[config.mk]
export PLATFORM = sky130hd
export DESIGN_NAME = bias_slew_dac
export DESIGN_NICKNAME = d
export VERILOG_FILES = /design/src/rtl/ising_config.sv /design/src/rtl/gpio_reg_bank.sv /design/src/rtl/bias_slew_dac.sv
export SDC_FILE = /design/constraint.sdc
export NUM_CORES = 1
export LEC_CHECK = 0
export ABC_AREA = 1
export BUFFER_PORTS_ARGS = -buffer_cell sky130_fd_sc_hd__buf_2
export CAP_MARGIN = 20
export CORE_MARGIN = 2
export CORE_UTILIZATION = 45
export CTS_BUF_LIST = sky130_fd_sc_hd__clkbuf_4
export DETAILED_ROUTE_END_ITERATION = 16
export PLACE_DENSITY = 0.73
export SYNTH_ARGS = -nofsm -noshare
export SYNTH_HDL_FRONTEND = slang
export SYNTH_SLANG_ARGS = --single-unit
[constraint.sdc]
create_clock -name clk -period 4.3 [get_ports clk]
set_input_delay 0.43 -clock clk [delete_from_list [all_inputs] [get_ports clk]]
set_output_delay 0.43 -clock clk [all_outputs]
set_load 0.02 [all_outputs]
[src/rtl/ising_config.sv]
// ising_config: shared constants and types for the lock-chain blocks.
// Holds the bias slew DAC register offsets, its FSM state type, the
// DAC lane width, and the slew arithmetic helper used by bias_slew_dac.
package ising_config;

  // Width of one DAC lane sample
  localparam int DAC_LANE_W = 16;

  // Bias slew DAC register map, as offsets from the block's base address
  localparam int BS_N_REGS  = 4;
  localparam int BS_STEP    = 0;
  localparam int BS_PERIOD  = 1;
  localparam int BS_CTRL    = 2;
  localparam int BS_MANUAL  = 3;

  typedef enum logic [1:0] {
    DISABLED = 2'd0,
    SETTLED  = 2'd1,
    SLEW     = 2'd2
  } bs_state_t;

  // One slew update: move cur towards target by at most step.
  // step == 0 means no limit. The difference is formed in 17 bits so a
  // full-scale move (-32768 -> 32767) cannot wrap; whenever the step is
  // smaller than the distance, cur +/- step lies strictly between cur and
  // target and therefore stays inside the 16-bit signed range.
  function automatic logic signed [15:0] slew_next(
    input logic signed [15:0] cur,
    input logic signed [15:0] target,
    input logic        [15:0] step
  );
    logic signed [16:0] diff;
    logic        [16:0] mag;
    logic        [16:0] moved;
    diff = {target[15], target} - {cur[15], cur};
    mag  = diff[16] ? 17'(-diff) : 17'(diff);
    if ((step == 16'd0) || (mag <= {1'b0, step})) begin
      slew_next = target;
    end else begin
      if (diff[16]) begin
        moved = {cur[15], cur} - {1'b0, step};
      end else begin
        moved = {cur[15], cur} + {1'b0, step};
      end
      slew_next = moved[15:0];
    end
  endfunction

endpackage

[src/rtl/gpio_reg_bank.sv]
// gpio_reg_bank: byte-serial GPIO register bank shared by lock-chain blocks.
// The write strobe is brought into the clk domain through two flops and
// only its rising edge performs a write. A write to BASE_ADDR+k shifts the
// data byte into the low end of register k, so 16-bit values go MSB first.
// Ports:
//   clk      - rising-edge clock
//   rst      - synchronous active-high reset
//   gpio_in  - [15:0] addr, [23:16] data byte, [24] write strobe
//   regs     - N_REGS packed 16-bit registers, register k at [16k +: 16]
module gpio_reg_bank #(
  parameter logic [15:0] BASE_ADDR = 16'd16,
  parameter int          N_REGS    = 4
) (
  input  logic                  clk,
  input  logic                  rst,
  input  logic [31:0]           gpio_in,
  output logic [16*N_REGS-1:0]  regs
);

  logic        strobe_s0;
  logic        strobe_s1;
  logic        strobe_prev;
  logic        wr_edge;
  logic [15:0] addr;
  logic [7:0]  data;
  logic        unused_bits;

  assign addr        = gpio_in[15:0];
  assign data        = gpio_in[23:16];
  assign unused_bits = ^gpio_in[31:25];

  // Strobe synchroniser plus one delayed copy for edge detection
  always_ff @(posedge clk) begin
    if (rst) begin
      strobe_s0   <= 1'b0;
      strobe_s1   <= 1'b0;
      strobe_prev <= 1'b0;
    end else begin
      strobe_s0   <= gpio_in[24];
      strobe_s1   <= strobe_s0;
      strobe_prev <= strobe_s1;
    end
  end

  // A strobe held high for many cycles still produces a single write
  assign wr_edge = strobe_s1 & ~strobe_prev;

  // Address and data are expected to be stable around the strobe, so they
  // are sampled directly when the synchronised edge arrives
  always_ff @(posedge clk) begin
    if (rst) begin
      regs <= '0;
    end else if (wr_edge) begin
      for (int k = 0; k < N_REGS; k++) begin
        if (addr == BASE_ADDR + 16'(k)) begin
          regs[k*16 +: 16] <= {regs[k*16 +: 8], data};
        end
      end
    end
  end

endmodule

[src/rtl/bias_slew_dac.sv]
// bias_slew_dac: slew-rate-limited bias output for the DAC lanes.
// The bias (cur) follows a target taken either from the lockbox setpoint
// (sampled only while the lockbox is idle) or from a manual register, moving
// at most STEP counts every PERIOD+1 cycles.
// Ports:
//   clk           - rising-edge clock
//   rst           - synchronous active-high reset
//   gpio_in       - byte-serial register write bus (see gpio_reg_bank)
//   setpt_in      - signed lockbox setpoint
//   lock_done_in  - lockbox idle; setpoint is sampled only while high
//   dac_data_out  - registered cur replicated on all N_LANES lanes
//   at_target     - cur equals target and the block is enabled
//   enabled       - CTRL[0]
module bias_slew_dac
  import ising_config::*;
#(
  parameter logic [15:0] BASE_ADDR = 16'd16,
  parameter int          N_LANES   = 8
) (
  input  logic                           clk,
  input  logic                           rst,
  input  logic [31:0]                    gpio_in,
  input  logic signed [15:0]             setpt_in,
  input  logic                           lock_done_in,
  output logic [DAC_LANE_W*N_LANES-1:0]  dac_data_out,
  output logic                           at_target,
  output logic                           enabled
);

  logic [16*BS_N_REGS-1:0] bank_regs;
  logic [15:0]             step;
  logic [15:0]             period;
  logic [15:0]             ctrl;
  logic signed [15:0]      manual;
  logic                    unused_ctrl;

  logic signed [15:0]      target_q;
  logic signed [15:0]      cur_q;
  logic signed [15:0]      cur_d;
  logic signed [15:0]      slew_val;
  logic [15:0]             cnt_q;
  logic [15:0]             cnt_d;
  bs_state_t               state_q;
  bs_state_t               state_d;

  gpio_reg_bank #(
    .BASE_ADDR (BASE_ADDR),
    .N_REGS    (BS_N_REGS)
  ) u_regs (
    .clk     (clk),
    .rst     (rst),
    .gpio_in (gpio_in),
    .regs    (bank_regs)
  );

  assign step        = bank_regs[BS_STEP*16   +: 16];
  assign period      = bank_regs[BS_PERIOD*16 +: 16];
  assign ctrl        = bank_regs[BS_CTRL*16   +: 16];
  assign manual      = bank_regs[BS_MANUAL*16 +: 16];
  assign unused_ctrl = ^ctrl[15:2];

  assign enabled   = ctrl[0];
  assign at_target = (cur_q == target_q) && ctrl[0];

  // Target selection: manual overrides; otherwise the lockbox setpoint is
  // only trusted while the lockbox reports idle
  always_ff @(posedge clk) begin
    if (rst) begin
      target_q <= '0;
    end else if (ctrl[1]) begin
      target_q <= manual;
    end else if (lock_done_in) begin
      target_q <= setpt_in;
    end
  end

  assign slew_val = slew_next(cur_q, target_q, step);

  // Next-state logic. The compare uses >= so that shrinking PERIOD below
  // the running count mid-slew fires at once instead of waiting for the
  // 16-bit counter to wrap.
  always_comb begin
    state_d = state_q;
    cur_d   = cur_q;
    cnt_d   = cnt_q;
    case (state_q)
      DISABLED: begin
        cur_d = '0;
        cnt_d = '0;
        if (ctrl[0]) begin
          state_d = SLEW;
        end
      end
      SETTLED: begin
        cnt_d = '0;
        if (target_q != cur_q) begin
          state_d = SLEW;
        end
      end
      SLEW: begin
        if (cnt_q >= period) begin
          cur_d = slew_val;
          cnt_d = '0;
          if (slew_val == target_q) begin
            state_d = SETTLED;
          end
        end else begin
          cnt_d = cnt_q + 16'd1;
        end
      end
      default: begin
        state_d = DISABLED;
        cur_d   = '0;
        cnt_d   = '0;
      end
    endcase
    if (!ctrl[0]) begin
      state_d = DISABLED;
      cur_d   = '0;
      cnt_d   = '0;
    end
  end

  always_ff @(posedge clk) begin
    if (rst) begin
      state_q <= DISABLED;
      cur_q   <= '0;
      cnt_q   <= '0;
    end else begin
      state_q <= state_d;
      cur_q   <= cur_d;
      cnt_q   <= cnt_d;
    end
  end

  // Output register: lanes lag cur by exactly one cycle
  always_ff @(posedge clk) begin
    if (rst) begin
      dac_data_out <= '0;
    end else begin
      dac_data_out <= {N_LANES{cur_q}};
    end
  end

endmodule

[Word-level counts from Yosys, hierarchy flattened]
Index checks and enable logic that the tools add are counted.
Storage, ports and cells
  register bits after elaboration: 231
  bits in latches: 0
  bits in writable memories: 0
  bits in read-only memories: 0
  input port bits: 51
  output and inout port bits: 130
  memories kept: 0
Operators by class
  add/subtract/negate cells: 5
  multipliers: 0
  div/mod/pow operators: 0
  magnitude comparators: 2
  equal/unequal tests: 12
  shifts and indexed selects: 0
  muxes and demuxes: 11
  bitwise logic cells: 5
  reductions and logical operators: 13
Operator list (number)
  2-to-1 mux 16 bit: 5
  == test 16 x 5 -> 1 bit (second input constant): 4
  == test 16 bit: 2
  one-hot mux 16 bit (2 select lines): 1
  less-or-equal comparator 17 x 16 -> 1 bit: 1
  2-to-1 mux 17 bit: 1
  negation 17 bit: 1
  subtractor 16 x 16 -> 17 bit: 1
  adder 16 x 1 -> 16 bit (second input constant): 1
  adder 16 bit: 1
  greater-or-equal comparator 16 bit: 1
  logical NOT 16 bit: 1
  inequality test 16 bit: 1
  subtractor 16 bit: 1
  AND reduction 2 bit: 5
  2-to-1 mux 2 bit: 3
  inequality test 2 bit (second input constant): 3
  one-hot mux 2 bit (3 select lines): 1
  inverter 1 bit: 4
  OR reduction 4 bit: 1
  AND reduction 3 bit: 1
  == test 2 x 1 -> 1 bit (second input constant): 1
  == test 2 bit (second input constant): 1
  logical NOT 2 bit: 1
  other kinds (5): 5

[Logic depth before layout (Yosys ltp)]
  depth in word-level cells: 10
  depth in mapped cells: 43
  depth with buffers taken out: 42

[Hierarchy]
Synthesis repeated with hierarchy kept, for this count alone.
Second synthesis, totals
  cell total of the unflattened synthesis: 1684
  area, all modules: 10905.5 um2
Modules (own cells, without submodules)
  bias_slew_dac: instances 1, cells each 1164, area an instance 7340.8 um2, sequential area each 1321.3 um2
  gpio_reg_bank: instances 1, cells each 520, area an instance 3564.7 um2, sequential area each 1341.3 um2

[Worst setup path after synthesis]
Ideal clock, no wire load.
  path kind: reg2reg
  start point: register target_q[0]
  end point: register state_q[1]
  arrival: 4.149 ns
  data required time: 4.191 ns
  slack: 0.042 ns
  cell stages (with the launch flop): 35
  buffers on the path: 1
  cell sequence: dfxtp_1 > inv_1 > ha_1 > fa_1 > inv_1 > nand3_1 > nand2_1 > nand2_1 > nand2_2 > nand2_2 > nand2_2 > nand2_1 > nand2_4 > clkbuf_1 > o21ai_0 > fa_1 > o21ai_0 > nand2_1 > o211ai_1 > nand3_1 > nand2_1 > nand2_1 > nand2_1 > xor2_1 > inv_1 > nand3_1 > nand2_1 > nor2_1 > nand2_1 > nor2_2 > nand2_1 > nand2_1 > nand3_1 > nand2_1 > inv_1
On the way
  cells in the longest elaborated chain, start to end: 9
  elaborated cells between the ends (all ways): 12
Ends and longest elaborated chain
  start, declared: line bias_slew_dac.sv:37  | logic signed [15:0] target_q;
  start signal, assigned: line bias_slew_dac.sv:71  | target_q <= manual;
  start signal, assigned: line bias_slew_dac.sv:73  | target_q <= setpt_in;
  subtractor 16 x 16 -> 17 bit: line ising_config.sv:35  | diff = {target[15], target} - {cur[15], cur};
  negation 17 bit: line ising_config.sv:36  | mag = diff[16] ? 17'(-diff) : 17'(diff);
  2-to-1 mux 17 bit: line ising_config.sv:36
  less-or-equal comparator 17 x 16 -> 1 bit: line ising_config.sv:37  | if ((step == 16'd0) || (mag <= {1'b0, step})) begin
  logical OR 1 bit: line ising_config.sv:37
  2-to-1 mux 16 bit: line ising_config.sv:37
  == test 16 bit: line bias_slew_dac.sv:104  | if (slew_val == target_q) begin
  inequality test 2 bit (no line)
  AND reduction 3 bit (no line) (*)
  end signal, assigned: line bias_slew_dac.sv:130  | state_q <= state_d;
  end, declared: line bias_slew_dac.sv:43  | bs_state_t state_q;
Mark *: on every way between the ends. The rest lies on a longest branch, timed or not.
A chain may end at the register's enable or synchronous reset.

[Final worst setup path]
Same ends and word-level chain as after synthesis.

==> qor.yml <==
outcome:
  status: "complete, but fails checks"
  violations: "negative setup slack"
worst_setup_path:
  cp_slowest_stage_delay_ns: 0.36
  worstRegToRegCells: 40
  crit_top_cell: "nand2_1"
  critPathSlowestCell: "fa_2"
  crit_start: "target_q[0]"
  reg2reg_slack_ns: -0.1
  worstPathRequired_ns: 4.74
  critPathMaxFanout: 7
  r2r-end: "state_q[1]"
  crit_end: "state_q[1]"
  timing.rr.start: "target_q[0]"
  start_kind: "register"
  cp_top_family: "simple AND/OR/NAND/NOR gates"
  arrival_ns: 4.84
  crit_type: "register to register"
  cp_num_cells: 40
  worstSetupEndpointType: "register"
  path_buf_inv: 7
power:
  leakage_nw: 5.663
  pwr-share-seq_pct: 37.2
  p_clk_share_pct: 28.4
  power_frac_comb_pct: 34.4
  sw_frac_of_total_pct: 36.39
  power_switching_mw: 1.106
  internal-power_mw: 1.933
  p_per_area_nw_per_um2: 270.7
  ir_worst_vdd_uv: 231.6
synth:
  synthCells: 1310
  synthTopCellsByCount: "nand2_1 (227), inv_1 (189), a21oi_1 (119), dfxtp_1 (119), buf_4 (113)"
  synth_cell_types: 46
  synth_seq_cells: 119
  syn_area_um2: 8996
  yosysMostFrequentCell: "nand2_1"
  yosysSeqAreaShare_pct: 26.48
  yosys_warnings: 0
  syn_nets: 1429
  async_reset_ff_share_pct: 0
  synth_ff_type: "dfxtp_1"
  synth_largest_area_cell: "dfxtp_1"
  synth_top_area_share_pct: 26.48
  avgSynthCellArea_um2: 6.867
  synth_edf_count: 0
  synth_top_cells_by_area: "dfxtp_1 (26%), nand2_1 (9.5%), buf_4 (9.4%)"
global_routing:
  grt_pass1_vias: 8263
  grt_overflow_total: 0
  grt_max_degree: 39
  grt_pass1_wl_um: 39920
  grt.total_usage_pct: 23.28
  antenna_found_initial: 1
finish:
  layout-drive-gt1-share_pct: 31.63
  nNetsFinal: 1631
  nFillCells: 1831
  syn_to_final_growth_pct: 24.78
  final_area_um2: 11230
placed_design:
  gp_congestion: 0.9032
  place_area_um2: 10280
  hpwl_um: 19660
  portBuffers: 173
clock_network:
  cts-buffers-inserted: 17
  cts_max_path_buffers: 2
  cts_htree_levels: 4
  worstSkewPairLatency_ns: 0.53
  postCtsHoldBufs: 0
  clockRootBuffer: "clkbuf_4"
  tritoncts: "yes"
  cts.sinks: 119
  clk_pin_slew_ns: 0.13
drt:
  wl_met3_um: 1541
  vias: 9063
  viasPerCell: 5.063
  drtIter0Drc: 456
  routedWlPerCell_um: 14.37
  top_layer_used: "met4"
  drt_wl_total_um: 25730
  routed-wl-met2_um: 12160
  firstDrtPassIters: 8
  ant_nets: 0
  drt-met1-wl_um: 10830
  drc: 0
floorplanning:
  die_x_um: 145.4
  rows: 51
  die_h_um: 145.4
  core_um2: 19530
  die-area_um2: 21140
  initial_core_util_pct: 46.07
  pin_count: 181
hold_path:
  hold_path_class: "primary input to register"
sta:
  maxSlewHeadroom_pct: 33.10
  finalCriticalPeriod_ns: 4.397
  hold_viol: 0
  slew_viol_final: 0
  fin_crit_sh_pct: 102.2
  finalSetupTns_ns: -0.2458
  fin_ws_ns: -0.09661
  clock_skew_ns: 0.02204
  rsz0062_at_grt: "true"
  fin_hold_ws_ns: 0.08385
  clock.fmax_mhz: 227.4
  worstMarginPinSlew_ns: 1.002
  final-setup-viol-count: 5
job:
  maxCapViolCount: 0
-- through the flow --
step / power [mW] / cells / setup slack (ns) / util [%]
after detailed placement: 1.956 / 1743 / -0.2585 / 52.65
after global placement: 1.937 / 1743 / -0.1832 / 52.65
after global routing: 3.208 / 1790 / -0.4095 / 57.49
after CTS: 2.872 / 1778 / -0.07537 / 55.00
final: 3.039 / 1790 / -0.09661 / 57.49
after floorplan: 1.701 / 1310 / 0.04200 / -
-- state kept, by name, summed over array words and instances, names as in the netlist --
register	flops
cnt_q	16
u_regs.strobe_prev	1
u_regs.strobe_s0	1
dac_data_out	16
u_regs.strobe_s1	1
target_q	16
state_q	2
u_regs.regs	50
cur_q	16
-- worst min-delay path, delay by kind of cell --
kind / cells / cell delay, ns
buf+inv: 2 / 0.13
simple gates: 1 / 0.03
-- area by class of cell --
class                      count  area (um2)  area share [%]
multi-input combinational    848        5363           47.77
sequential                   119        2396           21.34
timing repair buffer         329        2097           18.68
inverter                     197       742.0           6.609
tap                          265       331.6           2.954
clock inverter                14       166.4           1.482
clock buffer                  17       127.6           1.137
antenna                        1       2.502         0.02229
-- routing by layer --
| layer | vias up | GRT usage [%] |
|---|---|---|
| li1 | 4575 | - |
| met1 | 4125 | 28.92 |
| met2 | 308 | 40.02 |
| met3 | 55 | 3.323 |
| met4 | 0 | 10.64 |
| met5 | - | 0 |
-- placed cells by master, fill, tap and decap left out, types with 7 or more instances in the layout --
master	netlist	final
dfxtp_1	119	108
xor2_1	37	33
ha_1	66	52
clkbuf_4	0	17
inv_1	189	185
o21ai_0	60	58
o211ai_1	18	18
o221ai_1	16	16
nand2_2	10	16
nand2_1	227	214
xnor2_1	9	9
nand3_2	2	9
nor2_1	112	105
nand4_1	34	34
nand3_1	43	34
nand2_4	2	10
o21a_1	9	9
nor3_1	27	25
nor2_4	4	8
nor2_2	4	7
nor3b_1	7	7
buf_4	113	147
buf_2	1	173
dfxtp_2	0	11
a21oi_1	119	104
a21oi_2	2	17
inv_2	4	7
ha_4	0	13
-- worst min-delay path by stage --
stage                  endpoint  cells after the start  slack, ns        startpoint
2_1_floorplan  u_regs.strobe_s1                      2       0.39  u_regs.strobe_s0
3_3_place_gp   u_regs.strobe_s1                      2       0.40  u_regs.strobe_s0
3_5_place_dp   u_regs.strobe_s1                      2       0.40  u_regs.strobe_s0
4_1_cts        u_regs.strobe_s0                      3       0.03       gpio_in[24]
5_1_grt        u_regs.strobe_s0                      3       0.04       gpio_in[24]
6_report       u_regs.strobe_s0                      3       0.08       gpio_in[24]
-- timing repair --
| item | in CTS | in global routing |
|---|---|---|
| pin swaps | 28 | 54 |
| buffers inserted | 3 | 9 |
| gates resized for setup | 33 | 80 |
| cloned | 1 | 2 |
| endpoints found under the setup margin | 18 | 18 |
| endpoints found under the hold margin | 0 | 0 |
-- logic make-up (layout without fill, tap and decap cells) --
group,Yosys count,after routing,synth area share [%]
AOI/OAI and AO/OA,236,236,15.03
xor gates and xnor gates,46,46,4.478
adders and majority gates,68,68,9.624
buffers and inverters,346,557,19.42
DFF,119,119,26.48
other,0,1,0
and+or+nand+nor,495,498,24.97
-- power by group through the flow --
stage	clock [mW]	combinational [mW]	sequential [mW]
global placement	0	0.784	1.15
finish	0.863	1.04	1.13
global route	0.930	1.14	1.13
floorplan	0	0.554	1.15
detailed placement	0	0.803	1.15
CTS	0.881	0.862	1.13
Power figures use the tool's default switching activity.
